[src/rtl/mouse_packet_decoder_pkg.sv]
// Shared definitions for the PS/2 mouse packet decoder: FSM encoding,
// status-byte bit positions, datapath widths and default geometry.
package mouse_pkg;

   typedef enum logic [1:0] {
      WAIT_B0 = 2'd0,
      WAIT_B1 = 2'd1,
      WAIT_B2 = 2'd2,
      UPDATE  = 2'd3
   } state_t;

   localparam int BIT_LEFT  = 0;
   localparam int BIT_RIGHT = 1;
   localparam int BIT_SYNC  = 3;
   localparam int BIT_XSIGN = 4;
   localparam int BIT_YSIGN = 5;
   localparam int BIT_XOVF  = 6;
   localparam int BIT_YOVF  = 7;

   localparam int BYTE_W  = 8;
   localparam int ERR_W   = 2;
   localparam int POS_W   = 8;
   localparam int DELTA_W = 9;
   localparam int STEP_W  = 10;

   localparam int DEF_MAX_X   = 160;
   localparam int DEF_MAX_Y   = 120;
   localparam int DEF_TIMEOUT = 100000;

   // An overflowed axis carries no usable movement, so it contributes zero.
   function automatic logic signed [DELTA_W-1:0] axis_delta(input logic sign,
                                                            input logic ovf,
                                                            input logic [BYTE_W-1:0] mag);
      if (ovf) return '0;
      return $signed({sign, mag});
   endfunction

endpackage

[src/rtl/mouse_packet_decoder_if.sv]
// Byte-receiver side and decoded-packet side of the mouse decoder.
interface mouse_packet_decoder_if;
   import mouse_pkg::*;

   logic                 ENABLE;
   logic                 READ_ENABLE;
   logic [BYTE_W-1:0]    BYTE_READ;
   logic [ERR_W-1:0]     BYTE_ERROR_CODE;
   logic                 BYTE_READY;
   logic [POS_W-1:0]     MOUSE_X;
   logic [POS_W-1:0]     MOUSE_Y;
   logic [BYTE_W-1:0]    MOUSE_STATUS;
   logic [DELTA_W-1:0]   MOUSE_DX;
   logic [DELTA_W-1:0]   MOUSE_DY;
   logic                 PACKET_VALID;
   logic                 PACKET_ERROR;

   modport master (
      output ENABLE, BYTE_READ, BYTE_ERROR_CODE, BYTE_READY,
      input  READ_ENABLE, MOUSE_X, MOUSE_Y, MOUSE_STATUS, MOUSE_DX, MOUSE_DY,
             PACKET_VALID, PACKET_ERROR
   );

   modport slave (
      input  ENABLE, BYTE_READ, BYTE_ERROR_CODE, BYTE_READY,
      output READ_ENABLE, MOUSE_X, MOUSE_Y, MOUSE_STATUS, MOUSE_DX, MOUSE_DY,
             PACKET_VALID, PACKET_ERROR
   );

endinterface

[src/rtl/mouse_packet_decoder_clamp.sv]
// One axis of position tracking: position plus signed step, saturated
// to the inclusive range 0..limit.
module mouse_axis_clamp
   import mouse_pkg::*;
(
   input  logic        [POS_W-1:0]  pos,
   input  logic signed [STEP_W-1:0] step,
   input  logic        [POS_W-1:0]  limit,
   output logic        [POS_W-1:0]  pos_next
);

   localparam int ACC_W = STEP_W + 1;

   function automatic logic [POS_W-1:0] sat_pos(input logic signed [ACC_W-1:0] v,
                                                input logic [POS_W-1:0] lim);
      if (v < 0) return '0;
      if (v > $signed({{(ACC_W-POS_W){1'b0}}, lim})) return lim;
      return v[POS_W-1:0];
   endfunction

   logic signed [ACC_W-1:0] sum_p0;

   assign sum_p0   = $signed({{(ACC_W-POS_W){1'b0}}, pos})
                   + $signed({step[STEP_W-1], step});
   assign pos_next = sat_pos(sum_p0, limit);

endmodule

[src/rtl/mouse_packet_decoder.sv]
// Assembles 3-byte PS/2 mouse packets, tracks a clamped screen position and
// reports good/discarded packets as single-cycle pulses.
module mouse_packet_decoder
   import mouse_pkg::*;
#(
   parameter int MAX_X   = DEF_MAX_X,
   parameter int MAX_Y   = DEF_MAX_Y,
   parameter int TIMEOUT = DEF_TIMEOUT
) (
   input  logic                   CLK,
   input  logic                   RESET,
   mouse_packet_decoder_if.slave  bus
);

   localparam int              CNT_W  = $clog2(TIMEOUT + 1);
   localparam logic [POS_W-1:0] X_LIM = POS_W'(MAX_X - 1);
   localparam logic [POS_W-1:0] Y_LIM = POS_W'(MAX_Y - 1);
   localparam logic [POS_W-1:0] X_MID = POS_W'(MAX_X / 2);
   localparam logic [POS_W-1:0] Y_MID = POS_W'(MAX_Y / 2);

   state_t                     state;
   logic        [CNT_W-1:0]    idle_cnt;
   logic        [BYTE_W-1:0]   status_p0, byte1_p0, byte2_p0;
   logic signed [DELTA_W-1:0]  dx_p0, dy_p0;
   logic signed [STEP_W-1:0]   step_x_p0, step_y_p0;
   logic        [POS_W-1:0]    x_next_p0, y_next_p0;
   logic                       vld_p0, err_p0;
   logic        [POS_W-1:0]    x_p1, y_p1;
   logic        [BYTE_W-1:0]   status_p1;
   logic signed [DELTA_W-1:0]  dx_p1, dy_p1;
   logic                       vld_p1, err_p1, read_en;
   logic                       byte_ok, byte_bad, idle_expired;

   assign byte_ok      = bus.BYTE_READY && (bus.BYTE_ERROR_CODE == '0);
   assign byte_bad     = bus.BYTE_READY && (bus.BYTE_ERROR_CODE != '0);
   assign idle_expired = (idle_cnt == CNT_W'(TIMEOUT - 1));

   // Stage p0: captured packet bytes and the UPDATE-cycle position arithmetic.
   always_ff @(posedge CLK) begin
      if (bus.ENABLE && byte_ok) begin
         case (state)
            WAIT_B0: if (bus.BYTE_READ[BIT_SYNC]) status_p0 <= bus.BYTE_READ;
            WAIT_B1: byte1_p0 <= bus.BYTE_READ;
            WAIT_B2: byte2_p0 <= bus.BYTE_READ;
            default: ;
         endcase
      end
   end

   assign dx_p0     = axis_delta(status_p0[BIT_XSIGN], status_p0[BIT_XOVF], byte1_p0);
   assign dy_p0     = axis_delta(status_p0[BIT_YSIGN], status_p0[BIT_YOVF], byte2_p0);
   assign step_x_p0 = $signed({dx_p0[DELTA_W-1], dx_p0});
   // Screen Y grows downward while mouse dy grows upward.
   assign step_y_p0 = -$signed({dy_p0[DELTA_W-1], dy_p0});

   mouse_axis_clamp clamp_x (.pos(x_p1), .step(step_x_p0), .limit(X_LIM), .pos_next(x_next_p0));
   mouse_axis_clamp clamp_y (.pos(y_p1), .step(step_y_p0), .limit(Y_LIM), .pos_next(y_next_p0));

   // Stage p1: FSM, registered outputs; pulses leave one cycle after being flagged.
   always_ff @(posedge CLK or negedge RESET) begin
      if (!RESET) begin
         state     <= WAIT_B0;
         idle_cnt  <= '0;
         vld_p0    <= 1'b0;
         err_p0    <= 1'b0;
         vld_p1    <= 1'b0;
         err_p1    <= 1'b0;
         read_en   <= 1'b0;
         x_p1      <= X_MID;
         y_p1      <= Y_MID;
         status_p1 <= '0;
         dx_p1     <= '0;
         dy_p1     <= '0;
      end else begin
         read_en <= bus.ENABLE;
         vld_p1  <= vld_p0;
         err_p1  <= err_p0;
         vld_p0  <= 1'b0;
         err_p0  <= 1'b0;
         if (!bus.ENABLE) begin
            state    <= WAIT_B0;
            idle_cnt <= '0;
         end else begin
            case (state)
               WAIT_B0: begin
                  idle_cnt <= '0;
                  if (byte_bad) err_p0 <= 1'b1;
                  else if (byte_ok && bus.BYTE_READ[BIT_SYNC]) state <= WAIT_B1;
               end
               WAIT_B1, WAIT_B2: begin
                  if (bus.BYTE_READY) begin
                     idle_cnt <= '0;
                     if (byte_bad) begin
                        err_p0 <= 1'b1;
                        state  <= WAIT_B0;
                     end else begin
                        state <= (state == WAIT_B1) ? WAIT_B2 : UPDATE;
                     end
                  end else if (idle_expired) begin
                     idle_cnt <= '0;
                     err_p0   <= 1'b1;
                     state    <= WAIT_B0;
                  end else begin
                     idle_cnt <= idle_cnt + CNT_W'(1);
                  end
               end
               UPDATE: begin
                  x_p1      <= x_next_p0;
                  y_p1      <= y_next_p0;
                  status_p1 <= status_p0;
                  dx_p1     <= dx_p0;
                  dy_p1     <= dy_p0;
                  vld_p0    <= 1'b1;
                  idle_cnt  <= '0;
                  state     <= WAIT_B0;
               end
               default: state <= WAIT_B0;
            endcase
         end
      end
   end

   assign bus.READ_ENABLE  = read_en;
   assign bus.MOUSE_X      = x_p1;
   assign bus.MOUSE_Y      = y_p1;
   assign bus.MOUSE_STATUS = status_p1;
   assign bus.MOUSE_DX     = dx_p1;
   assign bus.MOUSE_DY     = dy_p1;
   assign bus.PACKET_VALID = vld_p1;
   assign bus.PACKET_ERROR = err_p1;

endmodule

[src/flat_wrapper.sv]
// flat-port wrapper written by rule: the top's interface ports become plain ports
module mouse_packet_decoder_flat import mouse_pkg::*;
#(
   parameter int MAX_X   = DEF_MAX_X,
   parameter int MAX_Y   = DEF_MAX_Y,
   parameter int TIMEOUT = DEF_TIMEOUT
)
  (CLK, RESET, bus_ENABLE, bus_BYTE_READ, bus_BYTE_ERROR_CODE, bus_BYTE_READY, bus_READ_ENABLE, bus_MOUSE_X, bus_MOUSE_Y, bus_MOUSE_STATUS, bus_MOUSE_DX, bus_MOUSE_DY, bus_PACKET_VALID, bus_PACKET_ERROR);
  mouse_packet_decoder_if bus_i ();
  input  logic CLK;
  input  logic RESET;
  input wire logic [$bits(bus_i.ENABLE)-1:0] bus_ENABLE;
  input wire logic [$bits(bus_i.BYTE_READ)-1:0] bus_BYTE_READ;
  input wire logic [$bits(bus_i.BYTE_ERROR_CODE)-1:0] bus_BYTE_ERROR_CODE;
  input wire logic [$bits(bus_i.BYTE_READY)-1:0] bus_BYTE_READY;
  output wire logic [$bits(bus_i.READ_ENABLE)-1:0] bus_READ_ENABLE;
  output wire logic [$bits(bus_i.MOUSE_X)-1:0] bus_MOUSE_X;
  output wire logic [$bits(bus_i.MOUSE_Y)-1:0] bus_MOUSE_Y;
  output wire logic [$bits(bus_i.MOUSE_STATUS)-1:0] bus_MOUSE_STATUS;
  output wire logic [$bits(bus_i.MOUSE_DX)-1:0] bus_MOUSE_DX;
  output wire logic [$bits(bus_i.MOUSE_DY)-1:0] bus_MOUSE_DY;
  output wire logic [$bits(bus_i.PACKET_VALID)-1:0] bus_PACKET_VALID;
  output wire logic [$bits(bus_i.PACKET_ERROR)-1:0] bus_PACKET_ERROR;
  assign bus_i.ENABLE = bus_ENABLE;
  assign bus_i.BYTE_READ = bus_BYTE_READ;
  assign bus_i.BYTE_ERROR_CODE = bus_BYTE_ERROR_CODE;
  assign bus_i.BYTE_READY = bus_BYTE_READY;
  assign bus_READ_ENABLE = bus_i.READ_ENABLE;
  assign bus_MOUSE_X = bus_i.MOUSE_X;
  assign bus_MOUSE_Y = bus_i.MOUSE_Y;
  assign bus_MOUSE_STATUS = bus_i.MOUSE_STATUS;
  assign bus_MOUSE_DX = bus_i.MOUSE_DX;
  assign bus_MOUSE_DY = bus_i.MOUSE_DY;
  assign bus_PACKET_VALID = bus_i.PACKET_VALID;
  assign bus_PACKET_ERROR = bus_i.PACKET_ERROR;
  mouse_packet_decoder #(.MAX_X(MAX_X), .MAX_Y(MAX_Y), .TIMEOUT(TIMEOUT)) u_core (.CLK(CLK), .RESET(RESET), .bus(bus_i));
endmodule
[config.mk]
export PLATFORM = sky130hd
export DESIGN_NAME = mouse_packet_decoder_flat
export DESIGN_NICKNAME = d
export VERILOG_FILES = /design/src/rtl/mouse_packet_decoder_pkg.sv /design/src/rtl/mouse_packet_decoder_if.sv /design/src/rtl/mouse_packet_decoder_clamp.sv /design/src/rtl/mouse_packet_decoder.sv /design/src/flat_wrapper.sv
export SDC_FILE = /design/constraint.sdc
export NUM_CORES = 1
export LEC_CHECK = 0
export BUFFER_PORTS_ARGS = -buffer_cell sky130_fd_sc_hd__buf_2
export CAP_MARGIN = 20
export CORE_MARGIN = 2
export CORE_UTILIZATION = 30
export CTS_BUF_LIST = sky130_fd_sc_hd__clkbuf_8 sky130_fd_sc_hd__clkbuf_16
export CTS_CLUSTER_DIAMETER = 200
export DETAILED_ROUTE_END_ITERATION = 10
export PLACE_DENSITY_LB_ADDON = 0.05
export RECOVER_POWER = 50
export SYNTH_ARGS = -nofsm -noshare
export SYNTH_HDL_FRONTEND = slang
export SYNTH_HIERARCHICAL = 1
export SYNTH_SLANG_ARGS = --single-unit
[constraint.sdc]
create_clock -name CLK -period 6.8 [get_ports CLK]
set_clock_uncertainty 0.2 [all_clocks]
set_input_delay 1.02 -clock CLK [delete_from_list [all_inputs] [get_ports CLK]]
set_output_delay 1.02 -clock CLK [all_outputs]
set_load 0.01 [all_outputs]
After elaboration in Yosys (flattened, before gate mapping)
Cells that the tools add are included.
{"block": "word_totals", "regBits": 89, "wordCells": 83}
{"block": "classes", "add_sub_neg": 4, "n_lt_le_gt_ge": 4, "eq_ne": 7, "mux": 39, "n_reduce_logical": 14}
{"operator": "2-to-1 mux 8 bit", "n": 8}
{"operator": "2-to-1 mux 17 bit", "n": 3}
{"operator": "2-to-1 mux 9 bit", "n": 4}
{"operator": "one-hot mux 17 bit (2 select lines)", "n": 1}
{"operator": "adder 17 x 1 -> 17 bit, second input constant", "n": 1}
{"operator": "equality test 17 bit, second input constant", "n": 1}
{"operator": "2-to-1 mux 1 bit", "n": 15}
{"operator": "2-to-1 mux 2 bit", "n": 6}
{"operator": "adder 9 x 10 -> 11 bit", "n": 1}
{"operator": "> comparator 11 x 8 -> 1 bit, second input constant", "n": 1}
{"operator": "< comparator 11 x 1 -> 1 bit, second input constant", "n": 1}
{"operator": "adder 9 x 9 -> 10 bit", "n": 1}
{"operator": "> comparator 10 x 9 -> 1 bit, second input constant", "n": 1}
{"operator": "< comparator 10 x 1 -> 1 bit, second input constant", "n": 1}
{"operator": "negator 9 -> 10 bit", "n": 1}
{"operator": "one-hot mux 2 bit (3 select lines)", "n": 1}
{"operator": "AND reduction 2 bit", "n": 3}
{"operator": "AND reduction 3 bit", "n": 2}
{"operator": "equality test 2 bit, second input constant", "n": 2}
{"operator": "logical AND 1 bit", "n": 4}
{"operator": "zero test 2 bit", "n": 2}
{"operator": "!= test 4 x 3 -> 1 bit, second input constant", "n": 1}
{"operator": "OR reduction 2 bit", "n": 2}
{"operator": "!= test 3 x 2 -> 1 bit, second input constant", "n": 1}
{"operator": "other kinds (4)", "n": 4}

Depth between registers and ports, before layout
Gate-level depths: netlist of run 1.
{"block": "depth", "word_depth": 9, "depth_mapped": 21}

By module
Netlist of run 1, hierarchy kept.
{"mod": "mouse_packet_decoder", "n_inst": 1, "cells_per_inst": 287, "area_each_um2": 3757.4, "seq_area_each_um2": 2349.8}
{"mod": "mouse_axis_clamp at u_core.clamp_x", "n_inst": 1, "cells_per_inst": 108, "area_each_um2": 769.5, "seq_area_each_um2": 0.0}
{"mod": "mouse_axis_clamp at u_core.clamp_y", "n_inst": 1, "cells_per_inst": 108, "area_each_um2": 763.2, "seq_area_each_um2": 0.0}

Worst setup path after synthesis of run 1
No wires, ideal clock.
{"block": "synth_timing", "kind": "flip-flop to flip-flop", "startpoint": "reg u_core.status_p0[7]", "endpoint": "reg u_core.y_p1[6] (netlist: u_core/bus.MOUSE_Y[6])", "setup_time_ns": 0.125, "t_arrival_ns": 3.945, "required_ns": 6.475, "path_slack_ns": 2.531, "path_stages_with_launch": 22, "path_buffers": 2, "synth_period_minus_slack_ns": 4.269, "cell_sequence": "edfxtp_1 nand2b_1 ha_1 buf_2 a21oi_1 nor2_1 ha_1 and2_4 a221oi_2 a21oi_1 mux2i_1 nor2_1 inv_1 ha_1 nand3_1 nor2_1 and4_1 a21oi_1 a211o_1 buf_6 mux2_4 mux2_2"}
{"block": "synth_via", "elab_chain_cells": 9}
{"element": "start: declaration", "line_no": "mouse_packet_decoder.sv:23", "rtl": "logic [BYTE_W-1:0] status_p0, byte1_p0, byte2_p0;"}
{"element": "start signal: assignment", "line_no": "mouse_packet_decoder.sv:42", "rtl": "WAIT_B0: if (bus.BYTE_READ[BIT_SYNC]) status_p0 <= bus.BYTE_READ;"}
{"element": "2-to-1 mux 1 bit *", "line_no": "mouse_packet_decoder_pkg.sv:34", "rtl": "if (ovf) return '0;"}
{"element": "2-to-1 mux 9 bit *", "line_no": "mouse_packet_decoder_pkg.sv:35", "rtl": "return $signed({sign, mag});"}
{"element": "negator 9 -> 10 bit *", "line_no": "mouse_packet_decoder.sv:54", "rtl": "assign step_y_p0 = -$signed({dy_p0[DELTA_W-1], dy_p0});"}
{"element": "via u_core.step_y_p0[4]", "line_no": "mouse_packet_decoder.sv:25", "rtl": "logic signed [STEP_W-1:0] step_x_p0, step_y_p0;"}
{"element": "adder 9 x 10 -> 11 bit *", "line_no": "mouse_packet_decoder_clamp.sv:24", "rtl": "+ $signed({step[STEP_W-1], step});"}
{"element": "> comparator 11 x 8 -> 1 bit", "line_no": "mouse_packet_decoder_clamp.sv:17", "rtl": "if (v > $signed({{(ACC_W-POS_W){1'b0}}, lim})) return lim;"}
{"element": "2-to-1 mux 1 bit (2 in a row)", "line_no": "mouse_packet_decoder_clamp.sv:17"}
{"element": "2-to-1 mux 8 bit", "line_no": "mouse_packet_decoder_clamp.sv:18", "rtl": "return v[POS_W-1:0];"}
{"element": "2-to-1 mux 8 bit *", "line_no": "mouse_packet_decoder_clamp.sv:17"}
{"element": "via u_core.y_next_p0[6]", "line_no": "mouse_packet_decoder.sv:26", "rtl": "logic [POS_W-1:0] x_next_p0, y_next_p0;"}
{"element": "end signal: assignment", "line_no": "mouse_packet_decoder.sv:109", "rtl": "y_p1 <= y_next_p0;"}
{"element": "end: declaration", "line_no": "mouse_packet_decoder.sv:28", "rtl": "logic [POS_W-1:0] x_p1, y_p1;"}
The timed path passes the listed nets; every way through them passes the cells marked *. The select of a mux whose other input is x is not followed.
A chain may end at the register's enable or synchronous reset.

Worst setup path in the final report of run 1
Same ends and word-level chain as after synthesis.

==> metrics.md, run 1 <==
| Metric | Value |
|---|---|
| # rows | 48 |
| Syn_area_per_cell | 10.52 um2 |
| Diodes inserted | 0 |
| RSZ-0062 raised after global routing | false |
| DRT Wirelength | 12230 um |
| Met1 WL | 5983 um |
| Post-cts gate resize count | 0 |
| Yosys reg bits | 89 |
| # fillers | 1773 |
| Outcome | finished, violations left |
| Tot Pwr | 1.449 mW |
| IO Count | 59 |
| Max-slew violations | 67 |
| Post-CTS Setup Bufs | 0 |
| Number of flops mapped to enable cells by yosys | 23 |
| Max_slew headroom | -156.7% |
| Hold Buf Count CTS | 0 |
| Max Used Layer | met4 |
| Share of synthesized registers carrying an async set or reset | 74.16% |
| Commonest cells after routing, fill and taps aside | dfrtp_1, nand2_1, buf_2 |
| Initial Util | 30.58% |
| Mapped Area | 5290 um2 |
| Netlist cell types | 66 |
| Antenna violations before repair | 0 |
| Highest clock rate | 0.2046 GHz |
| Total CTS buffers | 9 |
| CP Class | reg -> reg |
| Lkg Pwr | 3.081 nW |
| Final hold violation count | 0 |
| Worst-path clk slew | 0.07 ns |
| Post-DRT Antenna Nets | 0 |
| Synth warn | 6 |
| Metal3 WL | 282 um |
| First-pass DRT Iterations | 4 |
| TritonCTS clock tree | yes |
| Final setup viols | 0 |
| Die width | 136.8 um |
| Multi-input logic area | 2824 um2 |
| Required @ worst endpoint | 6.84 ns |
| Max rail drop VDD | 0.0001032 V |
| Setup TNS | 0 ns |
| Arr. time, crit path | 4.93 ns |
| Total gr overflow | 0 |
| Tmin final | 4.887 ns |
| Final Cell Area | 6187 um2 |
| Area growth syn-to-layout | 16.96% |
| IO buf count | 58 |
| Commonest non-fill, non-tap cell in the layout | dfrtp_1 |
| Cells after Synth | 503 |
| Met2 wire length | 5734 um |
| Largest net degree at the start of global routing | 67 |
| DRC violation total after the first TritonRoute iteration | 144 |
| Core Box Area | 17300 um2 |
| DR WL/cell | 14.87 um |
| Max Cap Viol | 1 |
| Failing checks | max-capacitance violations, max-slew violations |
| Routed vias/inst | 4.622 |
| Most used DFF post-synth | dfrtp_1 |
| Clk buf depth | 2 |
| Clock Latency Late Sink | 0.35 ns |
| Vias in the first global route | 3798 |
| R2r setup slk | 1.91 ns |
| Hold Crit Class | reg -> reg |
| CTS sink count | 89 |
| Cells after DPL | 806 |
| CP Launch Type | register |
| Worst-Margin Slew | 3.850 ns |
| Final worst slack | 1.913 ns |
| Power Dens Cells | 234.2 nW/um2 |
| Vias | 3799 |
| CTS Root Cell | clkbuf_16 |
| DPL Wire Length | 9128 um |
| Core Util, Final | 35.77% |
| Final Non-Filler Cells | 822 |
| H-tree depth | 3 |
| First-pass GRT wire length | 19890 um |
| Storage element area | 2350 um2 |
| Gr usage total | 13.90% |
| Crit. End Element | register |
| Final Cycle Share | 71.87% |
| Vert. Die Dim | 136.8 um |
| Placed Area | 5923 um2 |
| DR DRC count | 0 |
| Placement Setup Slack | 1.939 ns |
| Die Area | 18710 um2 |
| Max FO, Critical Path | 17 |
| GPL Wtd Cong | 0.8222 |
| Final hold slack | 0.1447 ns |
| Final #Nets | 646 |
| Seq/Total Area, Yosys | 44.42% |
| Layout cells sized above 1 | 21.11% |
sequential cells by signal, indices dropped and copies added, names as in the netlist:
signal / flops
u_core/bus.MOUSE_DX: 9
u_core/bus.MOUSE_DY: 9
u_core/bus.MOUSE_STATUS: 8
u_core/bus.MOUSE_X: 8
u_core/bus.MOUSE_Y: 8
u_core/bus.PACKET_ERROR: 1
u_core/bus.PACKET_VALID: 1
u_core/bus.READ_ENABLE: 1
u_core/byte1_p0: 8
u_core/byte2_p0: 8
u_core/err_p0: 1
u_core/idle_cnt: 17
u_core/state: 2
u_core/status_p0: 7
u_core/vld_p0: 1
layout make-up:
class / count / area share [%]
repair buffers: 60 / 4.692
clock inverters: 7 / 1.132
clock buffers: 9 / 3.640
flip-flops and latches: 89 / 37.98
well taps: 225 / 4.550
multi-input cells: 393 / 45.64
inverters: 39 / 2.366
per-layer routing:
| metal | up-vias | track usage, % |
|---|---|---|
| li1 | 1909 | - |
| met1 | 1824 | 19.30 |
| met2 | 55 | 21.72 |
| met3 | 11 | 1.852 |
| met4 | 0 | 5.956 |
| met5 | - | 0 |
logic make-up (layout without fill, tap and decap cells):
kind of cell | Yosys count | in the layout | synth area share (%)
buffers and inverters | 51 | 115 | 4.068
AO/OA/AOI/OAI | 74 | 74 | 8.869
other | 2 | 32 | 0.1420
multiplexers | 53 | 53 | 11.05
flip-flops | 89 | 89 | 44.42
XOR/XNOR | 27 | 27 | 4.470
adder cells (fa/ha/maj) | 40 | 40 | 9.745
AND/OR/NAND/NOR | 167 | 167 | 17.24
power by group:
| group | switching (mW) | internal, mW | leakage, nW | total [mW] |
|---|---|---|---|---|
| logic | 0.180 | 0.144 | 1.84 | 0.323 |
| clock network | 0.240 | 0.258 | 0.142 | 0.499 |
| registers | 0.0318 | 0.596 | 1.10 | 0.627 |
final timing paths:
check / cells after the start / endpoint / startpoint
setup / recovery: 19 / u_core/bus.MOUSE_Y[6] / u_core/status_p0[7]
hold / removal: 0 / u_core/bus.PACKET_VALID / u_core/vld_p0
setup reg to reg: 19 / u_core/bus.MOUSE_Y[6] / u_core/status_p0[7]
hold reg to reg: 0 / u_core/bus.PACKET_VALID / u_core/vld_p0
max in group asynchronous: 2 / u_core/bus.MOUSE_Y[7] / RESET
min in group asynchronous: 2 / u_core/idle_cnt[10] / RESET
cell usage after synthesis, drive strengths merged, types with 5 or more instances:
| cell | n | area share [%] |
|---|---|---|
| edfxtp | 23 | 13 |
| mux2i | 16 | 3.0 |
| a21oi | 27 | 2.6 |
| nand3 | 11 | 1.0 |
| and3 | 6 | 0.78 |
| nor2b | 14 | 1.8 |
| nand2 | 50 | 3.7 |
| mux2 | 37 | 8.0 |
| clkbuf | 5 | 0.35 |
| nor2 | 36 | 2.6 |
| and4 | 7 | 1.3 |
| nor3 | 6 | 0.78 |
| xnor2 | 16 | 2.6 |
| ha | 38 | 9.0 |
| o21ai | 19 | 1.9 |
| dfrtp | 60 | 28 |
| dfstp | 6 | 3.0 |
| nand2b | 11 | 1.3 |
| xor2 | 11 | 1.8 |
| nand4 | 8 | 1.1 |
| buf | 7 | 0.95 |
| inv | 39 | 2.8 |
worst max-delay path: stages (launching register included):
cell      delay, ns
edfxtp_1       0.59
nand2b_1       0.27
ha_1           0.30
a21oi_1        0.15
nor2_1         0.07
ha_1           0.34
and2_4         0.19
a221oi_2       0.31
a21oi_1        0.16
mux2i_1        0.14
nor2_1         0.16
inv_1          0.06
ha_1           0.29
nand3_1        0.08
nor2_1         0.13
and4_1         0.21
a21oi_1        0.05
a211o_1        0.45
mux2_4         0.35
mux2_2         0.26
Note: power is estimated with default switching activity, not from simulation.
==> inputs of run 2 (changes only) <==
- ABC_AREA: not set -> 1
- clock period: 6.8 -> 4.01 ns (I/O delays scaled with it)
==> metrics.md, run 2 <==
| Metric | Value |
|---|---|
| DPL Wire Length | 10390 um (+14%) |
| Share of synthesized registers carrying an async set or reset | 74.16% (unchanged) |
| GPL Wtd Cong | 0.8117 (-1.3%) |
| DR DRC count | 0 (unchanged) |
| Die width | 139.2 um (+1.8%) |
| Commonest cells after routing, fill and taps aside | nand2_1, inv_1, dfrtp_1 |
| IO buf count | 58 (unchanged) |
| Area growth syn-to-layout | 18.78% |
| Vias in the first global route | 4348 (+14%) |
| Die Area | 19380 um2 (+3.6%) |
| Dominant cells by area after synthesis | dfrtp_1, nand2_1, edfxtp_1 |
| Max rail drop VDD | 0.0001863 V (+81%) |
| Most used DFF post-synth | dfrtp_1 |
| Clock Latency Late Sink | 0.35 ns (about the same) |
| R2r setup slk | 0.29 ns (-1.62 ns) |
| Worst flop-to-flop path startpoint | u_core/status_p0[7] |
| Outcome | finished, violations left |
| Met1 WL | 6660 um (+11%) |
| Initial Util | 30.53% (-0.056 points) |
| CTS Root Cell | clkbuf_16 |
| H-tree depth | 3 (unchanged) |
| Total CTS buffers | 9 (unchanged) |
| Gr usage total | 14.37% (+0.47 points) |
| Vert. Die Dim | 139.2 um (+1.8%) |
| Mapped Area | 5484 um2 (+3.7%) |
| Routed vias/inst | 4.358 (-5.7%) |
| Max FO, Critical Path | 9 (-8) |
| Hold Path Sink | u_core/bus.PACKET_VALID |
| R2R depth | 25 (+6) |
| Share of the synthesized area in the top cell type | 27.38% (-1.0 points) |
| Final #Nets | 838 (+30%) |
| CP Launch Type | register |
| Lkg Pwr | 3.392 nW (+10%) |
| DRC violation total after the first TritonRoute iteration | 160 (+11%) |
| Seq/Total Area, Yosys | 42.85% (-1.6 points) |
| Max Used Layer | met4 |
| IO Count | 59 (unchanged) |
| CP Class | reg -> reg |
| Failing checks | max-capacitance violations, max-slew violations |
| TritonCTS clock tree | yes |
| Max reg flops | 17 (unchanged) |
| Antenna violations before repair | 0 (unchanged) |
| Cells after Synth | 689 (+37%) |
| Hold path start | u_core/vld_p0 |
| Final hold slack | 0.1473 ns (+0.002511 ns) |
| Top-count cell post-synth | nand2_1 |
| Metal3 WL | 365 um (+29%) |
| Diodes inserted | 0 (unchanged) |
| Post-DRT Antenna Nets | 0 (unchanged) |
| # rows | 49 (+2.1%) |
| Netlist cell types | 41 (-38%) |
| First-pass DRT Iterations | 4 (unchanged) |
| Crit Reg-Reg Endpoint | u_core/bus.MOUSE_Y[6] |
| Core Box Area | 17960 um2 (+3.9%) |
| Top reg by flops | u_core/idle_cnt |
| Tot Pwr | 2.327 mW (+61%) |
| Max-slew violations | 68 (+1.5%) |
| Largest net degree at the start of global routing | 53 (-21%) |
| Max_slew headroom | -28.78% (+130 points) |
| DRT Wirelength | 13380 um (+9.4%) |
| Vias | 4436 (+17%) |
| Tmin final | 3.720 ns (-1.167 ns) |
| Final hold violation count | 0 (unchanged) |
| DR WL/cell | 13.14 um (-12%) |
| Synth top cells by count | nand2_1, inv_1, dfrtp_1 |
| Hold Buf Count CTS | 0 (unchanged) |
| Highest clock rate | 0.2688 GHz (+31%) |
| Yosys reg bits | 89 (unchanged) |
| Total gr overflow | 0 (unchanged) |
| Number of flops mapped to enable cells by yosys | 23 (unchanged) |
| First-pass GRT wire length | 22050 um (+11%) |
| Commonest non-fill, non-tap cell in the layout | nand2_1 |
| Power Dens Cells | 357.2 nW/um2 (+52%) |
| Synth warn | 6 (unchanged) |
| Required @ worst endpoint | 4.05 ns (-2.79 ns) |
| Worst-path clk slew | 0.07 ns (about the same) |
| Worst-Margin Slew | 1.932 ns (-1.918 ns) |
| Met2 wire length | 6173 um (+7.7%) |
| Cell depth of the worst hold path | 0 (unchanged) |
| Crit. End Element | register |
| CTS sink count | 89 (unchanged) |
| Setup TNS | 0 ns (unchanged) |
| Syn_area_per_cell | 7.959 um2 (-24%) |
| Max Cap Viol | 2 (+1) |
| Clk buf depth | 2 (unchanged) |
| Final Cycle Share | 92.76% (+21 points) |
| Yosys top cell by area | dfrtp_1 |
| Layout cells sized above 1 | 15.34% (-5.8 points) |
| Hold Crit Class | reg -> reg |
| Final setup viols | 0 (unchanged) |
| Arr. time, crit path | 3.76 ns (-1.17 ns) |
==> run 2: report_power, final <==
| group | switching, mW | total, mW | internal (mW) | leakage [nW] |
|---|---|---|---|---|
| Combinational | 0.296 | 0.468 | 0.172 | 2.16 |
| Sequential | 0.0478 | 1.04 | 0.997 | 1.10 |
| Clock | 0.388 | 0.814 | 0.426 | 0.137 |
==> run 2: layout make-up <==
class | count | area (um2)
repair buffers | 67 | 337.8
multi-input cells | 519 | 2888
clock inverters | 7 | 53.80
fillers | 1921 | 11450
well taps | 229 | 286.5
clock buffers | 9 | 225.2
inverters | 98 | 372.9
flip-flops and latches | 89 | 2350
==> run 2: worst max path at each step <==
stage / startpoint / end / cells after the start
detailed placement: u_core/status_p0[6] / u_core/bus.MOUSE_X[7] / 19
global route: u_core/status_p0[7] / u_core/bus.MOUSE_Y[6] / 25
finish: u_core/status_p0[7] / u_core/bus.MOUSE_Y[6] / 25
floorplan: u_core/status_p0[7] / u_core/bus.MOUSE_Y[6] / 24
global placement: u_core/status_p0[6] / u_core/bus.MOUSE_X[7] / 19
CTS: u_core/status_p0[6] / u_core/bus.MOUSE_X[7] / 19
==> run 2: cells by family (layout without fill, tap and decap cells) <==
kind of cell | after synthesis | after routing | share of synthesized area [%]
fa+ha+maj | 40 | 40 | 9.400
other cells | 2 | 30 | 0.1369
compound gates | 48 | 48 | 4.814
buf+inv | 109 | 181 | 7.803
xor+xnor | 26 | 26 | 4.152
flops | 89 | 89 | 42.85
simple gates | 375 | 375 | 30.85
==> run 2: repair_timing <==
action / in CTS / in global routing
setup buffers: 0 / 2
gates resized for setup: 0 / 18
setup endpoints to repair: 0 / 16
==> run 2: through the flow <==
step           util, %  worst slack, ns  instance area [um2]  cells
2_1_floorplan        -           0.5587                 5589    717
3_5_place_dp     34.44           0.1499                 6186   1000
5_1_grt          36.26         -0.01631                 6514   1018
3_3_place_gp     34.28           0.1216                 6158    999
6_report         36.26           0.2904                 6514   1018
4_1_cts          35.99           0.1182                 6465   1016
==> run 2: metal layers <==
metal	GRT usage, %	up-vias
li1	-	2330
met2	23.23	49
met5	0	-
met1	19.84	2046
met4	4.785	0
met3	2.072	11
==> run 2: worst max-delay path, stage by stage (launching register included) <==
cell and delay [ns]:
edfxtp_1 0.45, nor2_1 0.08, inv_1 0.10, ha_2 0.20, nand3_2 0.12, nor3_4 0.22
xor2_1 0.21, ha_1 0.31, nand2_1 0.12, inv_1 0.08, a21oi_2 0.15, nand2_1 0.07
nand2_1 0.07, nand2_2 0.08, ha_4 0.28, nand3_1 0.08, nor2_2 0.11, nand4_1 0.09
nand2_1 0.09, nand2_2 0.06, inv_4 0.10, nand2_4 0.09, nor2_1 0.11, nor2_1 0.05
nand2_1 0.06, nand2_1 0.04
